## src/rtl/alu_arb.sv

```systemverilog
// alu_arb: round-robin arbiter and issue sequencer that shares one ALU among
// NREQ requesters. An accepted op sits one cycle in the issue register and
// drives the ALU bus. Its result comes back with a one-cycle done pulse.
// A requester can hold a lock so that a carry chain runs without
// interleaving from the other requesters.
// Optional build macro: ALU_ARB_LOCK_TIMEOUT_EN adds an idle timeout on the
// lock (LOCK_MAX cycles) and drives lock_err.
module alu_arb #(
  parameter int unsigned NREQ     = 2,
  parameter logic [7:0]  NOP_OP   = 8'h00,
  parameter int unsigned LOCK_MAX = 16
) (
  input  logic               clk,
  input  logic               reset,
  input  logic [NREQ-1:0]    req,
  input  logic [NREQ-1:0]    lock,
  input  logic [NREQ*8-1:0]  req_op,
  input  logic [NREQ*2-1:0]  req_width,
  input  logic [NREQ*64-1:0] req_a,
  input  logic [NREQ*64-1:0] req_b,
  input  logic [NREQ-1:0]    req_immsel,
  input  logic [NREQ-1:0]    req_setflags,
  output logic [NREQ-1:0]    gnt,
  output logic [NREQ-1:0]    done,
  output logic [63:0]        rsp_data,
  output logic               rsp_zero,
  output logic               rsp_carry,
  output logic               lock_err,
  output logic [7:0]         alu_aluop,
  output logic [1:0]         alu_width,
  output logic [63:0]        alu_rdaout,
  output logic [63:0]        alu_rdbout,
  output logic [63:0]        alu_imm,
  output logic               alu_immload,
  output logic               alu_aluload,
  input  logic [63:0]        alu_aluout,
  input  logic               alu_zero,
  input  logic               alu_carry
);

  localparam int unsigned IW = (NREQ > 1) ? $clog2(NREQ) : 1;

  typedef enum logic {UNLOCKED, LOCKED} lock_state_e;

  lock_state_e   state_q, state_d;
  logic [IW-1:0] owner_q, owner_d;
  logic [IW-1:0] rr_q;
  logic [NREQ-1:0] elig;
  logic [IW-1:0] cand;
  logic [IW-1:0] gidx;
  logic          gvalid;
  logic          owner_gnt;
  logic          timeout;

  logic          iss_valid_q;
  logic [IW-1:0] iss_idx_q;
  logic [7:0]    iss_op_q;
  logic [1:0]    iss_width_q;
  logic [63:0]   iss_a_q;
  logic [63:0]   iss_b_q;
  logic          iss_immsel_q;
  logic          iss_setflags_q;

  logic          done_valid_q;
  logic [IW-1:0] done_idx_q;

  // Lock state register (state and owning requester)
  always_ff @(posedge clk) begin
    if (reset) begin
      state_q <= UNLOCKED;
      owner_q <= '0;
    end else begin
      state_q <= state_d;
      owner_q <= owner_d;
    end
  end

  // Lock next-state: both transitions use the pre-edge locked/owner state
  always_comb begin
    state_d = state_q;
    owner_d = owner_q;
    case (state_q)
      UNLOCKED: begin
        if (gvalid && lock[gidx]) begin
          state_d = LOCKED;
          owner_d = gidx;
        end
      end
      LOCKED: begin
        if ((owner_gnt && !lock[owner_q]) || timeout) begin
          state_d = UNLOCKED;
        end
      end
      default: state_d = UNLOCKED;
    endcase
  end

  // Lock outputs: eligibility mask seen by the arbiter
  always_comb begin
    elig = req;
    if (state_q == LOCKED) begin
      elig = '0;
      elig[owner_q] = req[owner_q];
    end
  end

  // Round-robin pick: first eligible index at or after rr_q, wrapping
  always_comb begin
    gvalid = 1'b0;
    gidx   = '0;
    cand   = '0;
    for (int unsigned k = 0; k < NREQ; k++) begin
      cand = IW'((32'(rr_q) + k) % NREQ);
      if (!gvalid && !reset && elig[cand]) begin
        gvalid = 1'b1;
        gidx   = cand;
      end
    end
  end

  assign owner_gnt = gvalid && (state_q == LOCKED) && (gidx == owner_q);

  // One-hot grant and done decode
  always_comb begin
    gnt  = '0;
    done = '0;
    if (gvalid) gnt[gidx] = 1'b1;
    if (done_valid_q) done[done_idx_q] = 1'b1;
  end

  // Issue register, rr pointer and response capture
  always_ff @(posedge clk) begin
    if (reset) begin
      rr_q           <= '0;
      iss_valid_q    <= 1'b0;
      iss_idx_q      <= '0;
      iss_op_q       <= NOP_OP;
      iss_width_q    <= '0;
      iss_a_q        <= '0;
      iss_b_q        <= '0;
      iss_immsel_q   <= 1'b0;
      iss_setflags_q <= 1'b0;
      done_valid_q   <= 1'b0;
      done_idx_q     <= '0;
      rsp_data       <= '0;
    end else begin
      iss_valid_q <= gvalid;
      if (gvalid) begin
        rr_q           <= IW'((32'(gidx) + 32'd1) % NREQ);
        iss_idx_q      <= gidx;
        iss_op_q       <= req_op[8*gidx +: 8];
        iss_width_q    <= req_width[2*gidx +: 2];
        iss_a_q        <= req_a[64*gidx +: 64];
        iss_b_q        <= req_b[64*gidx +: 64];
        iss_immsel_q   <= req_immsel[gidx];
        iss_setflags_q <= req_setflags[gidx];
      end
      done_valid_q <= iss_valid_q;
      done_idx_q   <= iss_idx_q;
      if (iss_valid_q) rsp_data <= alu_aluout;
    end
  end

  // ALU bus: idle bus is NOP with all operands zero
  always_comb begin
    alu_aluop   = iss_valid_q ? iss_op_q : NOP_OP;
    alu_width   = iss_valid_q ? iss_width_q : 2'b00;
    alu_rdaout  = iss_valid_q ? iss_a_q : '0;
    alu_rdbout  = (iss_valid_q && !iss_immsel_q) ? iss_b_q : '0;
    alu_imm     = (iss_valid_q && iss_immsel_q) ? iss_b_q : '0;
    alu_immload = iss_valid_q & iss_immsel_q;
    alu_aluload = iss_valid_q & iss_setflags_q;
  end

  assign rsp_zero  = alu_zero;
  assign rsp_carry = alu_carry;

`ifdef ALU_ARB_LOCK_TIMEOUT_EN
  localparam int unsigned CW = $clog2(LOCK_MAX + 1);

  logic [CW-1:0] idle_q;

  assign timeout = (state_q == LOCKED) && !owner_gnt && (idle_q == CW'(LOCK_MAX - 1));

  // Idle counter: runs while locked, cleared by an owner grant or unlock
  always_ff @(posedge clk) begin
    if (reset) begin
      idle_q   <= '0;
      lock_err <= 1'b0;
    end else begin
      lock_err <= timeout;
      if (state_q != LOCKED || owner_gnt || timeout) idle_q <= '0;
      else idle_q <= idle_q + CW'(1);
    end
  end
`else
  // Lock never expires; LOCK_MAX stays referenced so both builds share one parameter list
  assign timeout  = (LOCK_MAX == 0) && 1'b0;
  assign lock_err = 1'b0;
`endif

endmodule

```

## config.mk

```make
export PLATFORM = sky130hd
export DESIGN_NAME = alu_arb
export DESIGN_NICKNAME = d
export VERILOG_FILES = /design/src/rtl/alu_arb.sv
export SDC_FILE = /design/constraint.sdc
export NUM_CORES = 1
export LEC_CHECK = 0
export ABC_AREA = 0
export CORE_AREA = 2 2 244 246
export CTS_BUF_LIST = sky130_fd_sc_hd__clkbuf_2
export DETAILED_ROUTE_END_ITERATION = 8
export DIE_AREA = 0 0 246 248
export PLACE_DENSITY_LB_ADDON = 0.2
export SYNTH_ARGS = -nofsm -noshare
export SYNTH_HDL_FRONTEND = slang
export SYNTH_SLANG_ARGS = --single-unit
```

## constraint.sdc

```tcl
create_clock -name clk -period 1.8 [get_ports clk]
set_input_delay 0.36 -clock clk [delete_from_list [all_inputs] [get_ports clk]]
set_output_delay 0.36 -clock clk [all_outputs]
set_load 0.1 [all_outputs]
```

== After elaboration in Yosys (flattened, before gate mapping) ==
Cells that the tools add are included.

* $add $sub $neg: 2
* Order comparisons: 8
* Eq/ne operators: 1
* Shifts and indexed selects: 4
* Muxes and demuxes: 35
* Bitwise operators: 4
* Reduce and logical (&&, ||, !) cells: 17

{| class="wikitable"
|+ Operators by type and width
! operator !! count
|-
| 128-bit by 8-bit variable part select with 64-bit output || 2
|-
| 64-bit two-way mux || 3
|-
| 1-bit two-way mux || 23
|-
| 16-bit by 5-bit variable part select with 8-bit output || 1
|-
| 1-bit logical AND || 12
|-
| 1-bit by 2-bit less-than comparator with 1-bit output, second input constant || 5
|-
| 2-bit two-way mux || 4
|-
| 8-bit two-way mux || 1
|-
| 1-bit logical NOT || 4
|-
| 4-bit by 3-bit variable part select with 2-bit output || 1
|-
| 1-bit demux with 1-bit select || 3
|-
| 1-bit greater-or-equal comparator, second input constant || 3
|-
| 1-bit adder, second input constant || 2
|-
| 1-bit bitwise AND || 2
|-
| 2-bit bitwise AND || 1
|-
| 1-bit one-hot mux with 2 select lines || 1
|-
| 2-bit AND reduction || 1
|-
| 1-bit equality test || 1
|-
| 1-bit inverter || 1
|}

* Flip-flop bits (word level): 211
* Input bits: 352
* Output and inout bits: 275
* Logic and storage cells: 85

== Longest topological paths before layout ==
Gate-level depths: netlist of the first run.

* Depth in word-level cells: 19
* Mapped depth: 8
* Depth with buffers taken out: 5

== Least setup slack after synthesis of the first run ==
Ideal clock, no wire load.

* Path kind: flip-flop to output port
* From: register state_q
* To: output port gnt[0]
* Arrival time: 3424 ps
* Data required time: 1440 ps
* Slack: -1984 ps
* Stages on the path, launching flop included: 6
* Path buffers: 1
* Cell sequence: dfxtp_1 > or3b_1 > nand3_2 > inv_2 > buf_2 > nor3_1

* Longest elaborated chain between the ends: 14
* Elaborated cells on any way between the ends: 19
* Classes of those cells: order compare (2); mux (12); reduce/logical (5)

{| class="wikitable"
|+ RTL lines
! what !! line !! text
|-
| start: declaration || 45 || <nowiki>lock_state_e state_q, state_d;</nowiki>
|-
| start signal: assignment || 73 || <nowiki>state_q <= state_d;</nowiki>
|-
| 2-bit two-way mux (*) || 101 || <nowiki>if (state_q == LOCKED) begin</nowiki>
|-
| 1-bit two-way mux (not written as such) (2 in a row) || 114 || <nowiki>if (!gvalid && !reset && elig[cand]) begin</nowiki>
|-
| 1-bit logical AND || 114 ||
|-
| 1-bit two-way mux || 114 ||
|-
| 1-bit logical NOT || 114 ||
|-
| 1-bit logical AND (2 in a row) || 114 ||
|-
| 1-bit two-way mux || 114 ||
|-
| 1-bit by 2-bit less-than comparator with 1-bit output (not written as such) or 1-bit greater-or-equal comparator (tied branches) || 127 || <nowiki>if (gvalid) gnt[gidx] = 1'b1;</nowiki>
|-
| 1-bit logical AND (not written as such) || 127 ||
|-
| 1-bit two-way mux (not written as such) || 127 ||
|-
| 1-bit demux with 1-bit select || 127 ||
|-
| 2-bit two-way mux (*) || 127 ||
|-
| end: declaration || 23 || <nowiki>output logic [NREQ-1:0] gnt,</nowiki>
|}

Mark *: on every way between the ends. The rest lies on a longest branch, timed or not. The select of a mux whose other input is x is not followed.

== Worst setup path in the final report of the first run ==
Same ends and word-level chain as after synthesis.

==> results.json, run 1 <==
{
  "fp.coreArea_sq_um": 58500,
  "p_switching_mw": 6.75,
  "start_util": 0.165,
  "cts.sinks": 211,
  "power.leakage_nw": 11.0,
  "worst_slack_ns": -0.812,
  "die_area_sq_um": 61000,
  "synth_area_per_cell_sq_um": 8.51,
  "die_w_microns": 246,
  "hpwl_mm": 38.5,
  "clkSlewWorstSetupHoldPaths_ns": 0.07,
  "critPathLaunchType": "register",
  "dieHeight_microns": 248,
  "end_kind": "output port",
  "synth_top_area_cell": "dfxtp_1",
  "drc": 0,
  "p_clk_frac": 0.239,
  "critPathKind": "reg2out",
  "hold_path_class": "in2reg",
  "viasPerCell": 4.45,
  "final_hold_viol_count": 0,
  "p_total_mw": 17.3,
  "seq_power_share": 0.312,
  "crit_fanout": 3,
  "ant_nets": 0,
  "slew_headroom": 0.606,
  "syn_area_sq_um": 9620,
  "finalCritPeriodShare": 1.45,
  "numCtsBuffers": 70,
  "synth_top_area_frac": 0.439,
  "gp_congestion": 0.804,
  "io_buffers": 621,
  "grt_setup_unrepaired": "yes",
  "drtIter0Drc": 621,
  "maxSlewViolCount": 0,
  "synth_seq_cells": 211,
  "vias": 13500,
  "final_common_cell": "clkdlybuf4s50_1",
  "comb_power_share": 0.449,
  "first_pass_iters": 6,
  "grt_pass1_wl_mm": 86.2,
  "stdcell_count": 3029,
  "dp_slack_ns": -0.448,
  "grt_max_degree": 94,
  "avgRoutedWirePerCell_microns": 21.0,
  "outcome": "finished with violations",
  "syn_nets": 1482,
  "track_usage": 0.186,
  "dp_cells": 2471,
  "cp_data_required_time_ns": 1.44,
  "violations": "setup timing",
  "final_net_count": 2566,
  "grt_pass1_vias": 13900,
  "p_int_mw": 10.6,
  "drive_gt1_frac": 0.416,
  "tritoncts": "yes",
  "gr-total-overflow": 0,
  "ys_warn_count": 0,
  "synth_area_leaders": "dfxtp_1 44%, a22oi_1 10%, and2_1 9.2%",
  "finalCriticalPeriod_ns": 2.61,
  "ir_worst_vdd_mv": 0.470,
  "root_buffer": "clkbuf_2",
  "final_cell_mix": "348 x clkdlybuf4s50_1, 346 x dlygate4sd3_1, 327 x buf_12",
  "fin_skew_ns": 0.0777,
  "area.growth.synth_to_final_pct": 185,
  "p_sw_frac": 0.389,
  "synth_cell_type_count": 28,
  "worstPathArrival_ns": 2.25,
  "drv_cap": 0,
  "setup_viol": 414,
  "synth_seq_area_share": 0.439,
  "max_freq_mhz": 383,
  "clock_path_buffers": 3,
  "h-tree-depth": 3,
  "worstSkewPairLatency_ns": 1.00,
  "pwr_density_cell_nw_per_um2": 632,
  "fin_setup_tns_ns": -224.33,
  "postLayoutCoreUtil": 0.469,
  "routed_wl_mm": 63.6,
  "num_io_pins": 627,
  "antenna_found_initial": 2,
  "rows": 89,
  "tightest_slew_ns": 0.591,
  "syn_inst": 1130
}
what timing repair did:
| item | CTS | global route |
|---|---|---|
| hold buffers | 347 | 1 |
| endpoints found under the hold margin | 210 | 1 |
| pin swaps | 36 | 82 |
| gates cloned | 21 | 31 |
| buffers inserted | 35 | 23 |
| resized for setup | 138 | 215 |
| setup endpoints to repair | 272 | 391 |
cells by family (layout without fill, tap and decap cells):
logic type,Yosys count,count (layout),share of synthesized area
multiplexers,65,65,0.0676
AND/OR/NAND/NOR,449,449,0.249
AO/OA/AOI/OAI,277,277,0.183
buffers and inverters,127,1249,0.0606
flip-flops,211,211,0.439
other,1,5,0.000390
worst max-delay path, stage by stage (launching register included):
cell	delay [ns]
dfxtp_4	0.37
or3b_4	0.40
nand3_4	0.10
inv_6	0.05
nor3_4	0.19
buf_12	0.20
power by group through the flow:
stage          Combinational (mW)  Sequential (mW)  Clock, mW
3_3_place_gp                 5.97             5.47          0
2_1_floorplan                2.70             6.00          0
5_1_grt                      8.09             5.45       4.63
3_5_place_dp                 6.00             5.47          0
4_1_cts                      7.25             5.39       4.40
6_report                     7.79             5.41       4.15
registers in the layout (all words and copies together) (netlist names), 2 cells and up:
| name | cells |
|---|---|
| iss_a_q | 64 |
| iss_b_q | 64 |
| iss_op_q | 8 |
| iss_width_q | 2 |
| rsp_data | 64 |
per-layer routing:
| layer | vias up | share of wire | global-route usage |
|---|---|---|---|
| met5 | - | 0 | 0 |
| met4 | 0 | 0.040 | 0.0866 |
| met3 | 158 | 0.070 | 0.0530 |
| met2 | 612 | 0.49 | 0.320 |
| met1 | 6461 | 0.40 | 0.212 |
| li1 | 6245 | - | - |
cell type report:
class                   instances  area (sq um)
multi-input cells             792          6130
clock buffers                 101           505
repair buffers               1137         15400
diodes                          4          10.0
inverters                       2          12.5
fillers                      5268         31000
clock inverters                 9          86.3
flip-flops and latches        211          4340
well taps                     773           967
path summary, 6_finish.rpt:
check                 start          to  slack, ns  depth (start not counted)
setup / recovery    state_q      gnt[0]      -0.81                          5
hold / removal        reset     owner_q       0.13                          7
hold reg to reg   iss_idx_q  done_idx_q       0.49                          1
setup reg to reg    state_q  iss_a_q[6]      -0.69                         17
metrics by stage:
| stage | hold WS, ns | instance area [sq um] |
|---|---|---|
| CTS | 0.0382 | 25900 |
| detailed placement | 0.464 | 20600 |
| global placement | 0.461 | 20600 |
| finish | 0.127 | 27400 |
| global route | 0.0597 | 27400 |
| floorplan | 0.448 | 10200 |
synthesized netlist by cell type:
library cell  instances
dfxtp_1             211
and2_1              141
a21oi_1             131
a22oi_1             129
nand3_1             129
nor2_1               78
clkbuf_1             74
mux2i_1              65
and3_1               64
buf_2                31
nand2_1              25
a311oi_1             11
buf_1                 9
buf_6                 7
nor2b_1               6
buf_4                 4
o21ai_0               3
nor3_1                2
a21o_1                1
a21oi_2               1
conb_1                1
inv_1                 1
inv_2                 1
nand2b_1              1
nand3_2               1
nand4b_1              1
o41ai_1               1
or3b_1                1
No activity file was read; power rests on OpenSTA's default activity.
==> run 2: changes to the inputs <==
--- a/config.mk
+++ b/config.mk
@@ -11,6 +11,7 @@
 export DETAILED_ROUTE_END_ITERATION = 8
 export DIE_AREA = 0 0 246 248
 export PLACE_DENSITY_LB_ADDON = 0.2
+export SLEW_MARGIN = 20
 export SYNTH_ARGS = -nofsm -noshare
 export SYNTH_HDL_FRONTEND = slang
 export SYNTH_SLANG_ARGS = --single-unit
==> results of run 2 <==
Same layout as run 1: the final DEF is identical, and so are final timing and power.
